[config.mk]
export PLATFORM = sky130hd
export DESIGN_NAME = nibble_descrambler
export DESIGN_NICKNAME = d
export VERILOG_FILES = /design/src/rtl/descrambler_pkg.sv /design/src/rtl/nibble_fifo.sv /design/src/rtl/nibble_descrambler.sv
export SDC_FILE = /design/constraint.sdc
export NUM_CORES = 1
export LEC_CHECK = 0
export BUFFER_PORTS_ARGS = -buffer_cell sky130_fd_sc_hd__buf_2
export CAP_MARGIN = 20
export CORE_MARGIN = 2
export CORE_UTILIZATION = 49
export CTS_CLUSTER_SIZE = 25
export DETAILED_ROUTE_END_ITERATION = 8
export PLACE_DENSITY = 0.82
export SKIP_CTS_REPAIR_TIMING = 1
export SYNTH_ARGS = -nofsm -noshare
export SYNTH_HDL_FRONTEND = slang
export SYNTH_SLANG_ARGS = --single-unit
[constraint.sdc]
create_clock -name CLK -period 2 [get_ports CLK]
set_input_delay 0.1 -clock CLK [delete_from_list [all_inputs] [get_ports CLK]]
set_output_delay 0.1 -clock CLK [all_outputs]
set_load 0.02 [all_outputs]
[src/rtl/descrambler_pkg.sv]
// Shared definitions for the 4-bit scrambler/descrambler pair.
// The lfsr_step function is the single source of truth for the keystream
// polynomial so transmit and receive sides stay bit-identical.
package descrambler_pkg;

  localparam int LFSR_W = 4;

  // One scrambled or plain data nibble.
  typedef logic [LFSR_W-1:0] nibble_t;

  // Keystream register value after reset; also the first key used.
  localparam nibble_t LFSR_INIT = 4'd1;

  // Advance the keystream by one position.
  // Sequence from 1: 1, 9, D, F, E, 7, ...
  // A state of 0 maps to 0 (lock-up), which the top level flags.
  function automatic nibble_t lfsr_step(input nibble_t r);
    nibble_t nxt;
    if (r[0]) begin
      nxt = {1'b1, r[3:2], ~r[1]};
    end else begin
      nxt = {1'b0, r[3:1]};
    end
    return nxt;
  endfunction

endpackage

[src/rtl/nibble_fifo.sv]
// Small synchronous FIFO of nibbles.
// DEPTH must be a power of two and at least 2 so the pointers wrap for
// free. Write and read may happen in the same cycle when neither full nor
// empty blocks them; occupancy is then unchanged. Head is the oldest entry
// straight from the storage array, with no bypass from the write port.
module nibble_fifo
  import descrambler_pkg::*;
#(
  parameter int DEPTH = 4
) (
  input  logic    clk,
  input  logic    rst_n,
  input  logic    enq,
  input  nibble_t data,
  input  logic    deq,
  output logic    full,
  output logic    empty,
  output nibble_t head
);

  localparam int AW = $clog2(DEPTH);
  localparam logic [AW:0] FULL_OCC = (AW + 1)'(DEPTH);

  nibble_t        mem [DEPTH];
  logic [AW-1:0]  wr_ptr;
  logic [AW-1:0]  rd_ptr;
  logic [AW:0]    occ;
  logic           do_enq;
  logic           do_deq;

  // Requests are re-qualified here so the FIFO stays safe on its own.
  assign full   = (occ == FULL_OCC);
  assign empty  = (occ == '0);
  assign do_enq = enq & ~full;
  assign do_deq = deq & ~empty;
  assign head   = mem[rd_ptr];

  // Storage write; contents need no reset because occupancy gates reads.
  always_ff @(posedge clk) begin
    if (rst_n && do_enq) begin
      mem[wr_ptr] <= data;
    end
  end

  // Pointer and occupancy bookkeeping; pointers wrap modulo DEPTH.
  always_ff @(posedge clk) begin
    if (!rst_n) begin
      wr_ptr <= '0;
      rd_ptr <= '0;
      occ    <= '0;
    end else begin
      if (do_enq) begin
        wr_ptr <= wr_ptr + 1'b1;
      end
      if (do_deq) begin
        rd_ptr <= rd_ptr + 1'b1;
      end
      case ({do_enq, do_deq})
        2'b10:   occ <= occ + 1'b1;
        2'b01:   occ <= occ - 1'b1;
        default: occ <= occ;
      endcase
    end
  end

endmodule

[src/rtl/nibble_descrambler.sv]
// Receive-side descrambler: buffers scrambled nibbles and XORs the head
// with a 4-bit LFSR keystream identical to the transmit side.
// Optional feature macro: DESCRAMBLER_CNT_EN adds an 8-bit saturating
// delivered-nibble counter and its count port.
//
// Handshake: every method has an EN_x input and a RDY_x output. An EN_x
// takes effect on the rising clock edge only when RDY_x is high in that
// same cycle; an EN_x seen while RDY_x is low is silently ignored. RDY_x
// and out depend on registered state only, never on any EN_x.
module nibble_descrambler
  import descrambler_pkg::*;
#(
  parameter int DEPTH = 4
) (
  input  logic       CLK,
  input  logic       RST_N,
  input  logic [3:0] in_data,
  input  logic       EN_in,
  output logic       RDY_in,
  input  logic [3:0] seed_value,
  input  logic       EN_seed,
  output logic       RDY_seed,
  input  logic       EN_out,
  output logic [3:0] out,
  output logic       RDY_out,
  output logic       seed_err
`ifdef DESCRAMBLER_CNT_EN
  ,
  output logic [7:0] count
`endif
);

  nibble_t lfsr;
  nibble_t head;
  logic    fifo_full;
  logic    fifo_empty;
  logic    do_enq;
  logic    do_deq;
  logic    do_seed;

  // Ready derivation. Seeding is only allowed at a stream boundary so a
  // new key can never apply to nibbles already buffered under the old one.
  assign RDY_in   = ~fifo_full;
  assign RDY_out  = ~fifo_empty;
  assign RDY_seed = fifo_empty;

  assign do_enq  = EN_in   & RDY_in;
  assign do_deq  = EN_out  & RDY_out;
  assign do_seed = EN_seed & RDY_seed;

  // The key for the head nibble is the current lfsr value.
  assign out = RDY_out ? (head ^ lfsr) : 4'd0;

  nibble_fifo #(
    .DEPTH (DEPTH)
  ) u_fifo (
    .clk   (CLK),
    .rst_n (RST_N),
    .enq   (do_enq),
    .data  (in_data),
    .deq   (do_deq),
    .full  (fifo_full),
    .empty (fifo_empty),
    .head  (head)
  );

  // Keystream register and sticky lock-up flag; seed wins over stepping.
  always_ff @(posedge CLK) begin
    if (!RST_N) begin
      lfsr     <= LFSR_INIT;
      seed_err <= 1'b0;
    end else if (do_seed) begin
      lfsr <= seed_value;
      if (seed_value == 4'd0) begin
        seed_err <= 1'b1;
      end
    end else if (do_deq) begin
      lfsr <= lfsr_step(lfsr);
    end
  end

`ifdef DESCRAMBLER_CNT_EN
  // Delivered-nibble counter: saturates at 255, restarts on a new seed.
  always_ff @(posedge CLK) begin
    if (!RST_N) begin
      count <= 8'd0;
    end else if (do_seed) begin
      count <= 8'd0;
    end else if (do_deq && (count != 8'hFF)) begin
      count <= count + 8'd1;
    end
  end
`else
  // No delivered-nibble counter in this build.
`endif

endmodule

==> flow_metrics.tcl <==
set metrics [dict create \
    grt_pass1_vias 904 \
    cts_tree "yes" \
    hold_slack_ns 0.04096 \
    ys_warn_count 0 \
    start_util 0.5049 \
    multi_input_area_um2 566.8 \
    grt_pass1_wl_um 3808 \
    cp-startpoint "u_fifo.occ[2]$_SDFFE_PN0P_" \
    mostFrequentLayoutCells "buf_2 (20), edfxtp_1 (16), dfxtp_1 (11), nor2_1 (9), a21oi_1 (6)" \
    cp.required_ns 2.25 \
    place_hpwl_um 1738 \
    io_buffers 20 \
    die-area_um2 3205 \
    ys_seq_elements 30 \
    mostFrequentLayoutCell "buf_2" \
    finalWirelength_um 2314 \
    clock_path_buffers 2 \
    synth_cell_type_count 32 \
    syn_inst 103 \
    gp_congestion 0.8381 \
    finalCriticalPeriod_ns 1.958 \
    grt_usage 0.1641 \
    cp.arrival_ns 2.21 \
    start_kind "flop" \
    clkTransAtPathRegs_ns 0.09 \
    outcome "complete, no violations" \
    p_switching_mw 0.7177 \
    avgSynthCellArea_um2 13.17 \
    fillers 217 \
    antenna_found_initial 0 \
    reg2reg_to "u_fifo.occ[2]$_SDFFE_PN0P_" \
    tightest_slew_ns 0.5999 \
    drc_errors 0 \
    cts_made_buffers 5 \
    min_period_over_period 0.9790 \
    total_leakage_power_nw 0.6443 \
    syn_area_um2 1356 \
    fin_nets 154 \
    ir_drop_v 0.0009754 \
    path_class "reg -> reg" \
    drtIter0Drc 24 \
    hold_viol_final 0 \
    die_y_um 56.61 \
    rsz0062_at_grt "yes" \
    routed_via_density 5.425 \
    rows 19 \
    ff_latch_area_um2 769.5 \
    syn_nets 122 \
    syn_to_final_growth_pct 19.28 \
    clock_latency_ns 0.32 \
    die_w_um 56.61 \
    critPathCaptureType "flop" \
    core_um2 2686 \
    p_clk_frac 0.164 \
    setup_violations 0 \
    endpoint "u_fifo.occ[2]$_SDFFE_PN0P_" \
    diodes 0 \
    avgRoutedWirePerCell_um 13.86 \
    powerDensity_nw_per_um2 1224 \
    hold_depth 3 \
    overflow 0 \
    drive_gt1_frac 0.3456 \
    max_freq_mhz 510.7 \
    ant_nets 0 \
    fin_total_pwr_mw 1.980 \
    htree_levels 2 \
    cts-root-buf "clkbuf_4" \
    intPower_mw 1.262 \
    num_vias 906 \
    p_sw_frac 0.3624 \
    rr_startpoint "u_fifo.occ[2]$_SDFFE_PN0P_" \
    r2r_slack_ns 0.04 \
    hp-class "in -> reg" \
    slew_headroom 0.5979 \
    ff2ff_path_depth 8 \
    maxCapViolCount 0 \
    seq_power_share 0.439 \
    ys_seq_area_frac 0.5609 \
    grt_max_degree 11 \
    drt_pass1_iterations 4 \
    p_comb_frac 0.397 \
    cp_max_fo 5 \
    clock_sinks 30 \
    fin_worst_skew_ns 0.006614 \
    io_pins 21 \
    slew_violations 0 \
]
[cell type report]
type	count	share of cell area
timing repair buffer	28	0.1052
clock inverter	2	0.005414
multi-input combinational	64	0.3503
clock buffer	6	0.02552
tap	31	0.02398
sequential	30	0.4756
inverter	6	0.01392
[power by group through the flow]
stage	logic, mW	registers [mW]	clock network [mW]
floorplan	0.611	0.853	0
global placement	0.739	0.882	0
detailed placement	0.761	0.892	0
CTS	0.764	0.877	0.336
global route	0.870	0.887	0.363
finish	0.786	0.870	0.324
[layer usage]
metal  global-route usage  share of wire
met5                    0              0
met4               0.1122          0.017
met3              0.04608          0.055
met2               0.2724           0.49
met1               0.1802           0.44
[flip-flops by register name (all words and copies together) (netlist names), named ones only]
name	flops
u_fifo.mem	16
u_fifo.occ	3
lfsr	4
u_fifo.rd_ptr	2
u_fifo.wr_ptr	2
seed_err	1
[critical path, stage by stage (launching register included)]
cell     delay (ns)
dfxtp_4        0.37
or3b_4         0.23
and2_4         0.15
inv_2          0.04
ha_4           0.16
fa_2           0.35
xnor2_1        0.14
or3_1          0.33
a21oi_2        0.12
[synthesized netlist by cell type]
master	n	area, um2
a21o_1	2	15.01
a21oi_1	7	35.03
a31oi_1	1	6.260
and2_4	1	8.760
and3_1	4	25.02
buf_2	1	5.000
buf_6	2	22.52
clkinv_1	1	3.750
dfxtp_1	14	280.3
edfxtp_1	16	480.5
fa_1	1	20.02
ha_1	5	62.56
inv_1	4	15.01
inv_2	1	3.750
mux2i_1	3	30.03
mux4_2	4	90.09
nand2_1	1	3.750
nand3_1	3	15.01
nor2_1	9	33.78
nor3_2	2	20.02
o211ai_1	1	7.510
o21a_1	1	7.510
o21ai_0	1	5.000
o21ai_1	2	10.01
o221ai_1	1	8.760
o311ai_0	1	8.760
o31ai_4	1	21.27
or3_1	3	18.77
or3b_1	1	8.760
or4b_4	1	13.76
xnor2_1	5	43.79
xor2_1	3	26.28
[how the worst min path moves through the flow]
stage / from / end / slack (ns)
2_1_floorplan: in_data[0] / u_fifo.mem[0][0]$_DFFE_PP_ / 0.20
3_3_place_gp: in_data[1] / u_fifo.mem[2][1]$_DFFE_PP_ / 0.31
3_5_place_dp: in_data[1] / u_fifo.mem[3][1]$_DFFE_PP_ / 0.32
4_1_cts: in_data[1] / u_fifo.mem[0][1]$_DFFE_PP_ / -0.02
5_1_grt: seed_value[0] / lfsr[0]$_SDFFE_PN1P_ / 0.04
6_report: seed_value[0] / lfsr[0]$_SDFFE_PN1P_ / 0.04
[cell families (layout without fill, tap and decap cells)]
family	count (synthesis)	after routing	share of synthesized area
flops	30	30	0.5609
simple gates	25	25	0.1088
compound gates	18	18	0.09225
buf+inv	9	42	0.03689
xor+xnor	8	8	0.05166
mux	7	7	0.08856
fa+ha+maj	6	6	0.06089
[per-stage QoR]
stage	setup WS, ns	instance area (um2)	setup TNS, ns	std cells	utilization
4_1_cts	0.03244	1559	0	162	0.5803
6_report	0.04203	1618	0	167	0.6022
3_3_place_gp	0.1426	1509	0	154	0.5617
5_1_grt	-0.06548	1618	-0.06548	167	0.6022
2_1_floorplan	-0.006811	1381	-0.006811	103	-
3_5_place_dp	0.05520	1509	0	154	0.5617
(Power assumes the default switching activity.)
